--- src/rtl/mem_port_arbiter.sv ---
// mem_port_arbiter
//   Shares one single-ported memory interface between the instruction-cache
//   refill path and the scalar core data path. One transaction is accepted
//   at a time. Its address, write data and write enable are held stable
//   until the memory handshakes. The read data is then returned to the
//   winning requester.
//
//   A bounded wait of MaxWait ACCESS cycles aborts a transaction that gets
//   no response from memory. The aborted transaction completes with err_o
//   set and read data of zero.
//
//   Optional feature macro: MEM_ARB_ROUND_ROBIN_EN
//     defined   : round-robin arbitration under contention (data favoured
//                 after reset)
//     undefined : fixed priority, data always wins contention
//
// Ports
//   clk_i, rst_i                  clock, synchronous active-high reset
//   ireq_i/iaddr_i                instruction refill request
//   irdata_o/iready_o             instruction refill response
//   dreq_i/dwrite_i/daddr_i/
//   dwdata_i                      data request
//   drdata_o/dready_o             data response
//   mem_req_o/mem_write_o/
//   mem_addr_o/mem_wdata_o        memory request side
//   mem_rdata_i/mem_ready_i       memory response side
//   busy_o                        high in ACCESS and RESP
//   gnt_d_o                       current/last grant (1 = data)
//   err_o                         timeout flag, coincident with ready pulse
//
// All outputs come straight from registers.
module mem_port_arbiter #(
  parameter int DWidth  = 32,
  parameter int MaxWait = 255
) (
  input  logic              clk_i,
  input  logic              rst_i,
  input  logic              ireq_i,
  input  logic [DWidth-1:0] iaddr_i,
  output logic [DWidth-1:0] irdata_o,
  output logic              iready_o,
  input  logic              dreq_i,
  input  logic              dwrite_i,
  input  logic [DWidth-1:0] daddr_i,
  input  logic [DWidth-1:0] dwdata_i,
  output logic [DWidth-1:0] drdata_o,
  output logic              dready_o,
  output logic              mem_req_o,
  output logic              mem_write_o,
  output logic [DWidth-1:0] mem_addr_o,
  output logic [DWidth-1:0] mem_wdata_o,
  input  logic [DWidth-1:0] mem_rdata_i,
  input  logic              mem_ready_i,
  output logic              busy_o,
  output logic              gnt_d_o,
  output logic              err_o
);

  // The wait counter only has to reach MaxWait-1.
  localparam int CW = (MaxWait > 1) ? $clog2(MaxWait) : 1;
  localparam logic [CW-1:0] CntLast = CW'(MaxWait - 1);

  typedef enum logic [1:0] {IDLE, ACCESS, RESP} state_t;

  state_t            state;
  logic [CW-1:0]     cnt;
  logic [DWidth-1:0] rdata;
  logic              any_req;
  logic              grant_d;

  assign any_req = ireq_i | dreq_i;

`ifdef MEM_ARB_ROUND_ROBIN_EN
  // prefer_d = 1 means data wins the next contention. The pointer moves
  // on every grant, contended or not, so it always points away from the
  // requester that was served last.
  logic prefer_d;

  assign grant_d = dreq_i & (~ireq_i | prefer_d);

  always_ff @(posedge clk_i) begin
    if (rst_i)                         prefer_d <= 1'b1;
    else if (state == IDLE && any_req) prefer_d <= ~grant_d;
  end
`else
  assign grant_d = dreq_i;
`endif

  // Both read-data outputs carry the same latched register. Each one is
  // only meaningful during its owner's ready pulse.
  assign irdata_o = rdata;
  assign drdata_o = rdata;

  always_ff @(posedge clk_i) begin
    if (rst_i) begin
      state       <= IDLE;
      cnt         <= '0;
      rdata       <= '0;
      mem_req_o   <= 1'b0;
      mem_write_o <= 1'b0;
      mem_addr_o  <= '0;
      mem_wdata_o <= '0;
      iready_o    <= 1'b0;
      dready_o    <= 1'b0;
      busy_o      <= 1'b0;
      gnt_d_o     <= 1'b0;
      err_o       <= 1'b0;
    end else begin
      case (state)
        IDLE: begin
          if (any_req) begin
            gnt_d_o     <= grant_d;
            mem_addr_o  <= grant_d ? daddr_i  : iaddr_i;
            mem_wdata_o <= grant_d ? dwdata_i : '0;
            mem_write_o <= grant_d & dwrite_i;  // instruction grants always read
            cnt         <= '0;
            mem_req_o   <= 1'b1;
            busy_o      <= 1'b1;
            state       <= ACCESS;
          end
        end
        ACCESS: begin
          // A response that arrives on the last allowed cycle still counts
          // as a success, so mem_ready_i is tested before the timeout.
          if (mem_ready_i) begin
            rdata     <= mem_rdata_i;
            mem_req_o <= 1'b0;
            iready_o  <= ~gnt_d_o;
            dready_o  <= gnt_d_o;
            state     <= RESP;
          end else if (cnt == CntLast) begin
            rdata     <= '0;
            err_o     <= 1'b1;
            mem_req_o <= 1'b0;
            iready_o  <= ~gnt_d_o;
            dready_o  <= gnt_d_o;
            state     <= RESP;
          end else begin
            cnt <= cnt + 1'b1;
          end
        end
        RESP: begin
          // Requests are not sampled here. A request still held in the
          // following IDLE cycle is treated as a new transaction.
          iready_o <= 1'b0;
          dready_o <= 1'b0;
          err_o    <= 1'b0;
          busy_o   <= 1'b0;
          state    <= IDLE;
        end
        default: state <= IDLE;
      endcase
    end
  end

endmodule
--- config.mk ---
export PLATFORM = sky130hd
export DESIGN_NAME = mem_port_arbiter
export DESIGN_NICKNAME = d
export VERILOG_FILES = /design/src/rtl/mem_port_arbiter.sv
export SDC_FILE = /design/constraint.sdc
export NUM_CORES = 1
export LEC_CHECK = 0
export CELL_PAD_IN_SITES_DETAIL_PLACEMENT = 1
export CELL_PAD_IN_SITES_GLOBAL_PLACEMENT = 2
export CORE_UTILIZATION = 21
export CTS_CLUSTER_DIAMETER = 30
export DETAILED_ROUTE_END_ITERATION = 6
export PLACE_DENSITY_LB_ADDON = 0.1
export SYNTH_ARGS = -nofsm -noshare
export SYNTH_HDL_FRONTEND = slang
export SYNTH_SLANG_ARGS = --single-unit
--- constraint.sdc ---
create_clock -name clk_i -period 2 [get_ports clk_i]
set_input_delay 0.4 -clock clk_i [delete_from_list [all_inputs] [get_ports clk_i]]
set_output_delay 0.4 -clock clk_i [all_outputs]
set_load 0.005 [all_outputs]
==> qor.yml <==
run_status: "complete, no violations"
setup_viol_count_final: 0
clock_latency_ns: 0.41
hpwl_um: 12350
wl_per_cell_um: 16.03
ys_ff_latch: 113
die_x_um: 151.5
grt_pass1_vias: 4734
drive_gt1_share_pct: 8.112
netlist_instances: 504
crit_fanout: 32
cts_made_buffers: 17
worst-path-buf-inv: 2
p_total_mw: 7.791
startpoint: "cnt[0]"
synth_edf_count: 0
critPathRequiredTime_ns: 2.29
synth_top_cell_area_share_pct: 48.23
crit_family: "compound AO/OA/AOI/OAI gates"
dominantRegCellSynth: "dfxtp_1"
synth_area_leaders: "dfxtp_1, mux2i_1, a22o_1"
seq_power_share_pct: 34.6
drtAntennaViolNets: 0
clock-sinks: 113
swShare_pct: 27.35
synth-seq-area-share_pct: 48.23
p_sw_mw: 2.131
coreArea_um2: 21890
timing.rr.start: "cnt[0]"
syn_nets: 644
crit_path_start_kind: "register"
powerDensity_nw_per_um2: 957.0
finalInstanceArea_um2: 8140
slew_headroom_pct: 63.02
crit_type: "register to register"
rsz0062_at_grt: "false"
n_antenna_cell: 0
dr.pass1.iters: 4
cpMaxStageDelayCell: "dfxtp_1"
die_area_um2: 22940
drv_slew: 0
root_buffer: "clkbuf_16"
drt_wl_total_um: 16550
worstPathCellList: "inv_1 -> ha_1 -> nand3_1 -> o21ai_2 -> a21oi_2 -> buf_12 -> a22o_1"
skew_ns: 0.01072
h-tree-depth: 4
syn_area_per_cell_um2: 9.307
ys_warn_count: 0
finalSetupTns_ns: 0
fp-row-count: 54
critPathMaxStageDelay_ns: 0.35
fin_nets: 879
io_buffer_count: 268
end_kind: "register"
die_y_um: 151.5
period_share_pct: 94.41
num_vias: 4642
grtUsageTotal_pct: 14.37
drc: 0
ys_types: 44
min_path_type: "input pin to register"
netlist.top_cell.by_area: "dfxtp_1"
place_area_um2: 7536
cts_tree: "built"
peakVddDrop_v: 0.0004197
leakage_nw: 3.029
initial_utilization_pct: 21.43
vias_per_cell: 4.498
intPower_mw: 5.660
holdCritStartpoint: "dreq_i"
p_clk_share_pct: 39.7
arrival_ns: 2.18
place.gp.congestion: 0.7570
syn2layout_area_growth_pct: 73.54
clock.fmax_ghz: 0.5296
overflow: 0
grt_pass1_wl_um: 24940
ios: 269
max_cap_viol_count: 0
syn_area_um2: 4691
worst_pin_slew_ns: 0.5548
hold_viol_final: 0
clk_pin_slew_ns: 0.05
clockBufferDepth: 2
fin_crit_ns: 1.888
grt_max_degree: 46
drt_iter0_drc: 144
synthArstFlopShare_pct: 0
antenna_found_initial: 0
power.share.combinational_pct: 25.7
## cell type report
class                   count  area (µm²)
repair buffers            288        2888
clock inverters            12       157.7
inverters                   6       22.52
fillers                  2456       13750
well taps                 280       350.3
clock buffers              20       446.7
multi-input cells         313        2013
flip-flops and latches    113        2262
## placed cells by master, fill, tap and decap left out, drive strengths merged, types with 2 or more instances in the layout
cell             n
o21ai            7
a21oi           43
nand2           45
a211oi          33
clkinv           4
o211ai           2
o21a             2
bufinv           3
inv              8
mux2i           33
clkinvlp         3
clkbuf          20
nor2            37
nand4            2
a311oi           6
dfxtp          113
a31oi            3
nand3           42
buf             22
ha               6
or3              3
clkdlybuf4s50  266
a22o            32
or4              2
## through the flow
step / utilization (%) / std cells / setup WS, ns / hold slack, ns
floorplan: - / 504 / 0.3515 / 0.4483
global placement: 34.43 / 1000 / 0.05330 / 0.4371
detailed placement: 34.43 / 1000 / 0.006185 / 0.4457
CTS: 37.19 / 1032 / 0.1275 / 0.2849
global route: 37.19 / 1032 / 0.01002 / 0.3049
finish: 37.19 / 1032 / 0.1118 / 0.3019
## power by group through the flow
stage	combinational [mW]	clock (mW)	sequential, mW
floorplan	0.827	0	2.74
global placement	2.01	0	2.73
detailed placement	2.04	0	2.74
CTS	2.04	3.21	2.70
global route	2.20	3.32	2.73
finish	2.00	3.09	2.69
## worst min-delay path, delay by kind of cell
| kind | cells | cell delay, ns |
|---|---|---|
| and+or+nand+nor | 1 | 0.06 |
| AOI/OAI and AO/OA | 1 | 0.05 |
| buffers and inverters | 1 | 0.15 |
## logic make-up (layout without fill, tap and decap cells)
| kind of cell | Yosys count | in the layout | synth area share (%) |
|---|---|---|---|
| buffers and inverters | 78 | 326 | 9.096 |
| adders and majority gates | 6 | 6 | 1.600 |
| and+or+nand+nor | 139 | 139 | 13.58 |
| DFF | 113 | 113 | 48.23 |
| AOI/OAI and AO/OA | 135 | 135 | 20.46 |
| muxes | 33 | 33 | 7.042 |
## Yosys cell counts (all sizes together), types with 3 or more instances
cell	number
o21ai	7
inv	6
nand2	45
buf	47
a21oi	43
a211oi	33
clkbuf	25
nor2	37
a22o	32
ha	6
dfxtp	113
or3	3
a31oi	3
mux2i	33
nand3	42
a311oi	6
## sequential cells by signal (all words and copies together), names as in the netlist
register	count
drdata_o	32
mem_addr_o	32
mem_wdata_o	32
cnt	8
state	2
busy_o	1
dready_o	1
err_o	1
gnt_d_o	1
iready_o	1
mem_req_o	1
mem_write_o	1
## routing by layer
layer / wire (µm) / track usage, % / share of wire [%]
met1: 6549 / 15.40 / 40
met5: 0 / 0 / 0
met2: 8167 / 24.54 / 49
met4: 257 / 5.600 / 1.6
met3: 1574 / 6.497 / 9.5
## path summary, 6_finish.rpt
| kind | endpoint | slack (ns) | cells past startpoint |
|---|---|---|---|
| worst max-delay path | drdata_o[1] | 0.11 | 7 |
| worst min-delay path | gnt_d_o | 0.30 | 3 |
| worst max register to register | drdata_o[1] | 0.11 | 7 |
| worst min register to register | mem_wdata_o[14] | 0.45 | 2 |
## timing repair
action,CTS,global route
hold endpoints to repair,0,0
endpoints found under the setup margin,1,0
buffers inserted,0,0
hold buffers,0,0
gates resized for setup,1,0
No activity file was read; power rests on OpenSTA's default activity.
